--- src/rtl/swap_reg_ctrl.sv ---
// Round-robin controller that grants one of NREQ requesters access to a
// swap register file and sequences either a single WRITE or a burst of
// address-pair SWAP strobes. All outputs come straight from flops.
module swap_reg_ctrl #(
  parameter int NREQ       = 2,
  parameter int ADDR_WIDTH = 7,
  parameter int DATA_WIDTH = 8,
  parameter int CNT_WIDTH  = 4
) (
  input  logic                       clk,
  input  logic                       reset,
  input  logic [NREQ-1:0]            req,
  input  logic [NREQ-1:0]            op,
  input  logic [NREQ*ADDR_WIDTH-1:0] addr_a,
  input  logic [NREQ*ADDR_WIDTH-1:0] addr_b,
  input  logic [NREQ*DATA_WIDTH-1:0] wdata,
  input  logic [NREQ*CNT_WIDTH-1:0]  cnt,
  output logic [NREQ-1:0]            ack,
  output logic [NREQ-1:0]            err,
  output logic                       busy,
  output logic [$clog2(NREQ)-1:0]    grant_id,
  output logic                       rf_we,
  output logic [ADDR_WIDTH-1:0]      rf_address_w,
  output logic [DATA_WIDTH-1:0]      rf_data_w,
  output logic [ADDR_WIDTH-1:0]      rf_address_A,
  output logic [ADDR_WIDTH-1:0]      rf_address_B,
  output logic                       rf_swap
);

  localparam int GW = $clog2(NREQ);

  typedef enum logic [1:0] {
    IDLE = 2'd0,
    EXEC = 2'd1,
    DONE = 2'd2
  } state_t;

  state_t                state_r, state_next_s;
  logic [GW-1:0]         rr_r, rr_next_s;
  logic                  op_r, op_next_s;
  logic [CNT_WIDTH-1:0]  cnt_r, cnt_next_s;
  logic [GW-1:0]         grant_next_s;
  logic [NREQ-1:0]       ack_next_s, err_next_s;
  logic                  busy_next_s, we_next_s, swap_next_s;
  logic [ADDR_WIDTH-1:0] aw_next_s, aa_next_s, ab_next_s;
  logic [DATA_WIDTH-1:0] dw_next_s;

  logic                  sel_found_s;
  logic [GW-1:0]         sel_s, idx_s;
  logic                  sel_op_s;
  logic [ADDR_WIDTH-1:0] sel_a_s, sel_b_s;
  logic [DATA_WIDTH-1:0] sel_d_s;
  logic [CNT_WIDTH-1:0]  sel_cnt_s;
  logic                  sel_reject_s;

  // Pick the first requester at or after the round-robin pointer (wrapping).
  always_comb begin
    sel_found_s = 1'b0;
    sel_s       = '0;
    idx_s       = '0;
    for (int i = NREQ - 1; i >= 0; i--) begin
      idx_s = GW'((int'(rr_r) + i) % NREQ);
      if (req[idx_s]) begin
        sel_found_s = 1'b1;
        sel_s       = idx_s;
      end else begin
        sel_found_s = sel_found_s;
      end
    end
  end

  // Extract the winner's fields and decide whether its op must be rejected.
  always_comb begin
    sel_op_s     = op[sel_s];
    sel_a_s      = addr_a[sel_s*ADDR_WIDTH +: ADDR_WIDTH];
    sel_b_s      = addr_b[sel_s*ADDR_WIDTH +: ADDR_WIDTH];
    sel_d_s      = wdata[sel_s*DATA_WIDTH +: DATA_WIDTH];
    sel_cnt_s    = cnt[sel_s*CNT_WIDTH +: CNT_WIDTH];
    sel_reject_s = sel_op_s && ((sel_cnt_s == CNT_WIDTH'(0)) || (sel_a_s == sel_b_s));
  end

  // Next-state and next-output logic; outputs are computed one cycle ahead.
  always_comb begin
    state_next_s = state_r;
    rr_next_s    = rr_r;
    op_next_s    = op_r;
    cnt_next_s   = cnt_r;
    grant_next_s = grant_id;
    ack_next_s   = '0;
    err_next_s   = '0;
    we_next_s    = 1'b0;
    swap_next_s  = 1'b0;
    aw_next_s    = rf_address_w;
    dw_next_s    = rf_data_w;
    aa_next_s    = rf_address_A;
    ab_next_s    = rf_address_B;
    case (state_r)
      IDLE: begin
        if (sel_found_s) begin
          grant_next_s = sel_s;
          op_next_s    = sel_op_s;
          if (sel_reject_s) begin
            state_next_s       = DONE;
            ack_next_s[sel_s]  = 1'b1;
            err_next_s[sel_s]  = 1'b1;
          end else if (sel_op_s) begin
            state_next_s = EXEC;
            swap_next_s  = 1'b1;
            aa_next_s    = sel_a_s;
            ab_next_s    = sel_b_s;
            cnt_next_s   = sel_cnt_s - CNT_WIDTH'(1);
          end else begin
            state_next_s = EXEC;
            we_next_s    = 1'b1;
            aw_next_s    = sel_a_s;
            dw_next_s    = sel_d_s;
          end
        end else begin
          state_next_s = IDLE;
        end
      end
      EXEC: begin
        if (op_r && (cnt_r != CNT_WIDTH'(0))) begin
          swap_next_s = 1'b1;
          cnt_next_s  = cnt_r - CNT_WIDTH'(1);
        end else begin
          state_next_s         = DONE;
          ack_next_s[grant_id] = 1'b1;
        end
      end
      DONE: begin
        state_next_s = IDLE;
        if (grant_id == GW'(NREQ - 1)) begin
          rr_next_s = '0;
        end else begin
          rr_next_s = grant_id + GW'(1);
        end
      end
      default: begin
        state_next_s = IDLE;
      end
    endcase
    busy_next_s = (state_next_s != IDLE);
  end

  // State, pointer and registered-output update with synchronous reset.
  always_ff @(posedge clk) begin
    if (reset) begin
      state_r      <= IDLE;
      rr_r         <= '0;
      op_r         <= 1'b0;
      cnt_r        <= '0;
      grant_id     <= '0;
      ack          <= '0;
      err          <= '0;
      busy         <= 1'b0;
      rf_we        <= 1'b0;
      rf_swap      <= 1'b0;
      rf_address_w <= '0;
      rf_data_w    <= '0;
      rf_address_A <= '0;
      rf_address_B <= '0;
    end else begin
      state_r      <= state_next_s;
      rr_r         <= rr_next_s;
      op_r         <= op_next_s;
      cnt_r        <= cnt_next_s;
      grant_id     <= grant_next_s;
      ack          <= ack_next_s;
      err          <= err_next_s;
      busy         <= busy_next_s;
      rf_we        <= we_next_s;
      rf_swap      <= swap_next_s;
      rf_address_w <= aw_next_s;
      rf_data_w    <= dw_next_s;
      rf_address_A <= aa_next_s;
      rf_address_B <= ab_next_s;
    end
  end

endmodule

--- config.mk ---
export PLATFORM = sky130hd
export DESIGN_NAME = swap_reg_ctrl
export DESIGN_NICKNAME = d
export VERILOG_FILES = /design/src/rtl/swap_reg_ctrl.sv
export SDC_FILE = /design/constraint.sdc
export NUM_CORES = 1
export LEC_CHECK = 0
export CAP_MARGIN = 40
export CORE_UTILIZATION = 44
export CTS_BUF_LIST = sky130_fd_sc_hd__clkbuf_4 sky130_fd_sc_hd__clkbuf_8
export CTS_CLUSTER_SIZE = 12
export DETAILED_ROUTE_END_ITERATION = 10
export PLACE_DENSITY = 0.93
export SETUP_SLACK_MARGIN = 0.4
export SLEW_MARGIN = 20
export SYNTH_ARGS = -nofsm -noshare
export SYNTH_HDL_FRONTEND = slang
export SYNTH_SLANG_ARGS = --single-unit
--- constraint.sdc ---
create_clock -name clk -period 2.8 [get_ports clk]
set_clock_uncertainty 0.05 [all_clocks]
set_input_delay 0.56 -clock clk [delete_from_list [all_inputs] [get_ports clk]]
set_output_delay 0.56 -clock clk [all_outputs]
set_load 0.01 [all_outputs]
==> After elaboration in Yosys (flattened, before gate mapping) <==
Index checks and enable logic that the tools add are counted.
{ "word_totals": {"regBits": 45, "in_bits": 58, "wordCells": 90} }
{ "classes": {"n_addsub": 4, "n_mul": 1, "n_lt_le_gt_ge": 6, "n_eq_ne": 7, "shift": 4, "mux": 34, "n_bitwise": 4, "n_reduce_logical": 16} }
{ "ops": {"columns": ["cell", "count"], "rows": [
  ["$shiftx 14x5->7", 2],
  ["$mux 1", 18],
  ["$mux 4", 4],
  ["$shiftx 16x5->8", 1],
  ["$mux 2", 6],
  ["$lt 1x2->1 const B", 4],
  ["$ne 2x2->1 const B", 4],
  ["$pmux 2 s2", 2],
  ["$pmux 4 s2", 1],
  ["$reduce_and 4->1", 2],
  ["$shiftx 8x4->4", 1],
  ["$sub 4x1->4 const B", 2],
  ["$eq 7x7->1", 1],
  ["$reduce_and 5->1", 1],
  ["$logic_and 1x1->1", 4],
  ["$logic_not 4->1", 1],
  ["$mul 1x3->4 const B", 1],
  ["$not 1->1", 4],
  ["$reduce_bool 2->1", 2],
  ["$reduce_bool 4->1", 1],
  ["$reduce_or 4->1", 1],
  ["$add 1x1->1 const B", 2],
  ["$demux 1 s1", 2],
  ["$eq 2x1->1 const B", 1],
  ["7 further kinds", 8]
]} }

==> Logic depth before layout (Yosys ltp) <==
Gate-level depths: netlist of run 1.
{ "logic_depth": {"depth_word": 14, "ltp_mapped": 9, "mapped_depth_nobuf": 7} }

==> Worst setup path after synthesis of run 1 <==
Ideal clock, no wire load.
{ "synth_path": {"path_kind": "input port to flip-flop", "start": "input port req[1]", "end": "register rf_address_B[0]", "arrival_ns": 2.007, "setup_slack_ns": 0.655, "cell_stages": 9, "n_path_buf": 3, "cell_sequence": "buf_4 inv_2 nor2_4 mux2i_2 and4_1 buf_2 buf_8 nor2_1 a311oi_2"} }
{ "synth_between": {"elab_chain_len": 11} }
{ "synth_lines": {"columns": ["element", "line_no", "source"], "rows": [
  ["start: declaration", "12", "input logic [NREQ-1:0] req,"],
  ["$mux 1 (implied by the code) (2 in a row)", "63", "if (req[idx_s]) begin"],
  ["$mux 1 (2 in a row)", "63", null],
  ["$mul 1x3->4", "75, 76", null],
  ["$shiftx 14x5->7, on equally long branches", "75, 76", null],
  ["$eq 7x7->1", "79", "sel_reject_s = sel_op_s && ((sel_cnt_s == CNT_WIDTH'(0)) || (sel_a_s == sel_b_s));"],
  ["$logic_or 1x1->1", "79", null],
  ["$logic_and 1x1->1", "79", null],
  ["$not 1->1 (no source line)", null, null],
  ["$reduce_and 4->1 (no source line)", null, null],
  ["end signal: assignment", "177", "rf_address_B <= ab_next_s;"],
  ["end: declaration", "26", "output logic [ADDR_WIDTH-1:0] rf_address_B,"]
]} }
Parallel ways exist; a longest one is shown, timed or not. The select of a mux whose other input is x is not followed.
A chain may end at the register's enable or synchronous reset.

==> Final worst setup path of run 1 <==
{ "layout_path": {"start": "input port req[0]", "end": "register rf_address_B[0]"} }
The elaborated chain is that of the path after synthesis.

==> results.json, run 1 <==
{
  "status": "completed",
  "antenna_found_initial": 0,
  "first_pass_iters": 4,
  "crit_fanout": 21,
  "cts.reportedPaths.clkPinSlew_ns": 0.08,
  "drt_iter0_markers": 96,
  "cts_max_path_buffers": 2,
  "clk_latency_ns": 0.30,
  "die_area_um2": 5550,
  "vias": 2286,
  "grt_usage_pct": 24.5,
  "async_flop_share_pct": 0,
  "finalSetupTns_ns": 0,
  "hold_ws_ns": 0.449,
  "dp_slack_ns": 0.0690,
  "cts-htree-levels": 2,
  "cts.sinks": 45,
  "n_antenna_cell": 0,
  "crit_arrival_ns": 2.52,
  "io_buffers": 94,
  "wl_per_cell_um": 15.6,
  "synthTopCellsByArea": "dfxtp_1 39%, nor2_1 7.1%, nand2_1 6.0%",
  "die_h_um": 74.5,
  "p_sw_w": 0.000640,
  "finalSetupViolations": 0,
  "pwr-share-seq_pct": 39.1,
  "synth_cells": 258,
  "finalNetCount": 410,
  "hold_viol_final": 0,
  "grt_overflow_total": 0,
  "final_antenna_net_count": 0,
  "finalWirelength_mm": 6.56,
  "grt_pass1_wl_mm": 10.3,
  "crit_type": "input pin to flop",
  "initial_utilization_pct": 45.6,
  "worstMarginPinSlew_ns": 0.494,
  "synth_cell_type_count": 47,
  "synth_seq_cells": 45,
  "area_growth_pct": 49.8,
  "hpwl_mm": 4.90,
  "hp-class": "flop to flop",
  "cts_tree": "yes",
  "maxSlewHeadroom_pct": 66.8,
  "core_um2": 5070,
  "ys.warnings.count": 0,
  "ir_drop_mv": 0.347,
  "startpoint_type": "input pin",
  "fin_ws_ns": 0.441,
  "fin_util_pct": 68.3,
  "p_clk_share_pct": 24.2,
  "synth_nets": 317,
  "p_per_area_nw_per_um2": 588,
  "drv_slew": 0,
  "die_w_um": 74.5,
  "post-route-min-period_ns": 2.36,
  "rsz0062_at_grt": "yes",
  "synth_flop_cell": "dfxtp_1",
  "layout-drive-gt1-share_pct": 13.1,
  "drc": 0,
  "synth_edf_count": 0,
  "synth_top_area_share_pct": 38.9,
  "cts_buffers": 5,
  "syn_avg_cell_area_um2": 8.97,
  "grt_max_degree": 34,
  "end_kind": "flop",
  "grt_pass1_vias": 2166,
  "ios": 95,
  "place.gp.congestion": 0.885,
  "share_comb_of_total_power_pct": 36.7,
  "final_area_um2": 3470,
  "fillers": 404,
  "cts_root_buf": "clkbuf_8",
  "required_ns": 2.96,
  "p_int_w": 0.00140,
  "placedInstanceArea_um2": 3310,
  "max_freq_mhz": 424,
  "maxCapViolations": 0,
  "fin_crit_sh_pct": 84.2,
  "p_leak_nw": 1.27,
  "vias_per_cell": 5.42,
  "yosysSeqAreaShare_pct": 38.9,
  "rows": 26,
  "syn_area_um2": 2310,
  "swShare_pct": 31.4,
  "yosysTopAreaCell": "dfxtp_1"
}
==> final timing paths <==
| path | start | endpoint | depth (start not counted) | slack [ns] |
|---|---|---|---|---|
| setup / recovery | req[0] | rf_address_B[0] | 9 | 0.44 |
| hold / removal | rf_data_w[4] | rf_data_w[4] | 2 | 0.45 |
| setup reg to reg | state_r[0] | cnt_r[3] | 6 | 0.79 |
| hold reg to reg | rf_data_w[4] | rf_data_w[4] | 2 | 0.45 |
==> kinds of logic (layout without fill, tap and decap cells) <==
| family | Yosys count | in the layout | share of synthesized area [%] |
|---|---|---|---|
| muxes | 8 | 8 | 3.62 |
| adders and majority gates | 1 | 1 | 0.540 |
| and+or+nand+nor | 111 | 111 | 22.6 |
| DFF | 45 | 45 | 38.9 |
| buffers and inverters | 22 | 116 | 5.46 |
| AOI/OAI and AO/OA | 55 | 55 | 22.8 |
| xor gates and xnor gates | 16 | 16 | 6.05 |
==> metrics by stage <==
stage	std cells	total power [W]
floorplan	258	0.00122
CTS	420	0.00203
global route	422	0.00215
detailed placement	412	0.00153
global placement	412	0.00151
finish	422	0.00204
==> state kept, by name (all words and copies together) (netlist names) <==
signal,cells
rf_data_w,8
op_r,1
rf_we,1
busy,1
rf_address_B,7
rr_r,1
rf_swap,1
ack,2
err,2
rf_address_w,7
grant_id,1
cnt_r,4
state_r,2
rf_address_A,7
==> layout by cell type (no fill, tap or decap), types with 2 or more instances in the layout <==
master           instances
o21ai_0                  3
o21ai_1                  2
xor2_1                  12
dfxtp_1                 45
nor2_1                  44
nand2_1                 37
clkbuf_8                 5
a21boi_1                 2
nand3_1                  3
xnor2_1                  4
nand4_1                  5
nor4_1                   4
a31oi_1                  2
buf_4                    7
a211oi_1                10
clkdlybuf4s50_1         93
a21oi_1                  3
a211oi_2                 8
and2_1                   3
a311oi_1                 9
nor3_1                   3
mux2i_1                  7
inv_1                    3
a311oi_2                 7
buf_12                   2
nand2b_1                 2
and3_1                   2
==> critical path: stages <==
cell	delay, ns
clkdlybuf4s50_1	0.53
nor2b_4	0.23
nor2_4	0.08
buf_4	0.16
nand4_1	0.15
and4_2	0.31
buf_12	0.18
nor2_1	0.07
a311oi_2	0.24
==> layer usage <==
metal / GRT usage [%] / wire length (um) / vias up
met5: 0 / 0 / -
met4: 8.81 / 164 / 0
met3: 5.69 / 411 / 16
met2: 39.4 / 3190 / 98
met1: 32.1 / 2790 / 1068
li1: - / - / 1104
==> power by group through the flow <==
stage | sequential (W) | combinational [W] | clock (W)
2_1_floorplan | 0.000831 | 0.000386 | 0
3_3_place_gp | 0.000806 | 0.000709 | 0
3_5_place_dp | 0.000808 | 0.000727 | 0
4_1_cts | 0.000795 | 0.000735 | 0.000501
5_1_grt | 0.000807 | 0.000807 | 0.000534
6_report | 0.000796 | 0.000749 | 0.000494
==> layout make-up <==
type                            instances  area, um^2  share of cell area, %
Clock inverter                          2        38.8                   1.12
Timing Repair Buffer                  104        1040                   30.0
Tap cell                               70        87.6                   2.53
Sequential cell                        45         901                   26.0
Clock buffer                            6        76.3                   2.20
Inverter                                4        15.0                  0.433
Multi-Input combinational cell        191        1310                   37.7
==> what timing repair did <==
action	in CTS	in global routing
resized for setup	1	5
pin swaps	1	3
endpoints found under the setup margin	3	19
hold endpoints to repair	0	0
hold buffers	0	0
buffers inserted	0	2
==> synthesized netlist by cell type (2+ instances only) <==
cell type / n
nor4_1: 4
nor2_1: 44
and3_1: 2
a311oi_2: 7
mux2i_1: 7
a21oi_1: 4
a211oi_2: 8
buf_6: 3
xnor2_1: 4
nor3_1: 3
buf_2: 5
nand2_1: 37
a31oi_1: 2
o21ai_0: 4
a311oi_1: 9
inv_1: 3
a211oi_1: 10
clkbuf_1: 8
nand3_1: 3
and2_1: 3
nand4_1: 5
xor2_1: 12
nand2b_1: 2
dfxtp_1: 45
a21boi_1: 2
Note: power is estimated with default switching activity, not from simulation.
==> run 2, diff against run 1 <==
--- a/config.mk
+++ b/config.mk
@@ -6,11 +6,11 @@
 export NUM_CORES = 1
 export LEC_CHECK = 0
 export CAP_MARGIN = 40
-export CORE_UTILIZATION = 44
+export CORE_UTILIZATION = 40
 export CTS_BUF_LIST = sky130_fd_sc_hd__clkbuf_4 sky130_fd_sc_hd__clkbuf_8
 export CTS_CLUSTER_SIZE = 12
 export DETAILED_ROUTE_END_ITERATION = 10
-export PLACE_DENSITY = 0.93
+export PLACE_DENSITY = 0.89
 export SETUP_SLACK_MARGIN = 0.4
 export SLEW_MARGIN = 20
 export SYNTH_ARGS = -nofsm -noshare
==> constraint.sdc (replaced) <==
create_clock -name clk -period 2.1 [get_ports clk]
set_clock_uncertainty 0.05 [all_clocks]
set_input_delay 0.42 -clock clk [delete_from_list [all_inputs] [get_ports clk]]
set_output_delay 0.42 -clock clk [all_outputs]
set_load 0.01 [all_outputs]
==> results.json, run 2 (synthesized netlist as in run 1, its figures left out) <==
{
  "grt_overflow_total": 0,
  "place.gp.congestion": 0.885,
  "holdPathStages": 3,
  "hold_buffers": 0,
  "layout_common_cells": "41 x buf_4, 40 x dfxtp_1, 36 x nand2_1",
  "initial_utilization_pct": 41.8,
  "first_pass_iters": 4,
  "finalNetCount": 453,
  "p_leak_nw": 1.94,
  "drv_slew": 0,
  "hp-class": "input pin to flop",
  "grt_max_degree": 29,
  "die_h_um": 78.1,
  "end_kind": "flop",
  "final_area_um2": 4100,
  "status": "completed",
  "grt_usage_pct": 27.6,
  "area_growth_pct": 77.1,
  "grt_pass1_wl_mm": 13.0,
  "power_w": 0.00307,
  "cts_root_buf": "clkbuf_8",
  "drc": 0,
  "cts.reportedPaths.clkPinSlew_ns": 0.09,
  "antenna_found_initial": 0,
  "vias": 2551,
  "critPathSlowestCell": "dlygate4sd2_1",
  "n_antenna_cell": 0,
  "cts_tree": "yes",
  "ios": 95,
  "ir_drop_mv": 0.516,
  "largest_reg_flops": 8,
  "post-route-min-period_ns": 1.88,
  "layoutNonFillerInstCount": 467,
  "numPlacedInstances": 445,
  "p_per_area_nw_per_um2": 750,
  "path_buf_inv": 3,
  "regMostFlops": "rf_data_w",
  "die_area_um2": 6090,
  "grt_pass1_vias": 2720,
  "core_um2": 5540,
  "finalSetupViolations": 0,
  "cts_max_path_buffers": 2,
  "hpwl_mm": 5.10,
  "crit_type": "input pin to flop",
  "maxCapViolations": 0,
  "path_cells": "dlygate4sd2_1 > xor2_1 > nor2_1 > nand4_1 > buf_4 > buf_6 > a32oi_4 > a21oi_1 > o21bai_1",
  "wl_per_cell_um": 18.6,
  "rows": 27,
  "crit_fanout": 4,
  "vias_per_cell": 5.46,
  "cts-htree-levels": 2,
  "cts.sinks": 45,
  "layout-drive-gt1-share_pct": 36.7,
  "final_common_cell": "buf_4",
  "path_delay_family": "compound AO/OA/AOI/OAI gates",
  "fillers": 376,
  "clk_latency_ns": 0.31,
  "placedInstanceArea_um2": 3570,
  "die_w_um": 78.1,
  "finalWirelength_mm": 8.70,
  "worstMarginPinSlew_ns": 0.433,
  "slowest_delay_ns": 0.27,
  "rsz0062_at_grt": "yes",
  "maxSlewHeadroom_pct": 71.1,
  "max_freq_mhz": 531,
  "startpoint_type": "input pin",
  "fin_crit_sh_pct": 89.7,
  "reg2reg_depth": 7,
  "cts_buffers": 5,
  "hold_viol_final": 0,
  "required_ns": 2.28,
  "worst-path-stages": 9,
  "final_antenna_net_count": 0,
  "drt_iter0_markers": 101,
  "crit_arrival_ns": 2.06,
  "io_buffers": 94
}
==> run 2: cell count changes in the layout (fill, tap and decap cells not counted), moves of 8 or more <==
cell | previous run | this run
nor2_1 | 44 | 31
nor2_2 | 0 | 8
buf_2 | 1 | 13
dlymetal6s2s_1 | 0 | 21
dlygate4sd2_1 | 0 | 26
clkdlybuf4s50_1 | 93 | 29
buf_4 | 7 | 41
==> run 2: per-stage QoR <==
step	hold slack, ns	util, %	setup slack [ns]	TNS (ns)
2_1_floorplan	0.413	-	0.203	0
3_3_place_gp	0.433	64.4	-0.338	-9.24
3_5_place_dp	0.435	64.4	-0.419	-11.18
4_1_cts	0.363	71.4	0.348	0
5_1_grt	0.367	74.0	0.170	0
6_report	0.372	74.0	0.216	0
==> run 2: path summary, 6_finish.rpt <==
path                 from              end  slack [ns]
max             addr_a[6]             busy        0.22
min             addr_b[1]  rf_address_B[1]        0.37
min reg2reg  rf_data_w[0]     rf_data_w[0]        0.45
max reg2reg          rr_r             busy        0.25
==> run 2: layout make-up <==
class,instances,area [um^2],share of cell area [%]
tap,72,90.1,2.20
clock inverter,2,38.8,0.946
inverter,4,17.5,0.427
timing repair buffer,147,1450,35.3
clock buffer,6,76.3,1.86
sequential,45,910,22.2
multi-input combinational,191,1520,37.0
==> run 2: worst min-delay path, stage by stage <==
cell      delay, ns
buf_2          0.11
nand2_1        0.06
a311oi_2       0.09
==> run 2: power breakdown <==
group	internal, W	switching, W
Clock	0.000371	0.000318
Combinational	0.000689	0.000612
Sequential	0.000983	0.0000995
==> run 2: timing repair <==
item | in CTS | in global routing
setup buffers | 8 | 2
pin swaps | 31 | 14
resized for setup | 132 | 45
cloned | 4 | 0
endpoints found under the setup margin | 47 | 61
==> run 2: routing by layer <==
layer / up-vias / wire, um / GRT usage [%]
li1: 1185 / - / -
met1: 1230 / 3360 / 30.0
met2: 116 / 4620 / 51.5
met3: 20 / 499 / 6.51
met4: 0 / 222 / 10.4
met5: - / 0 / 0
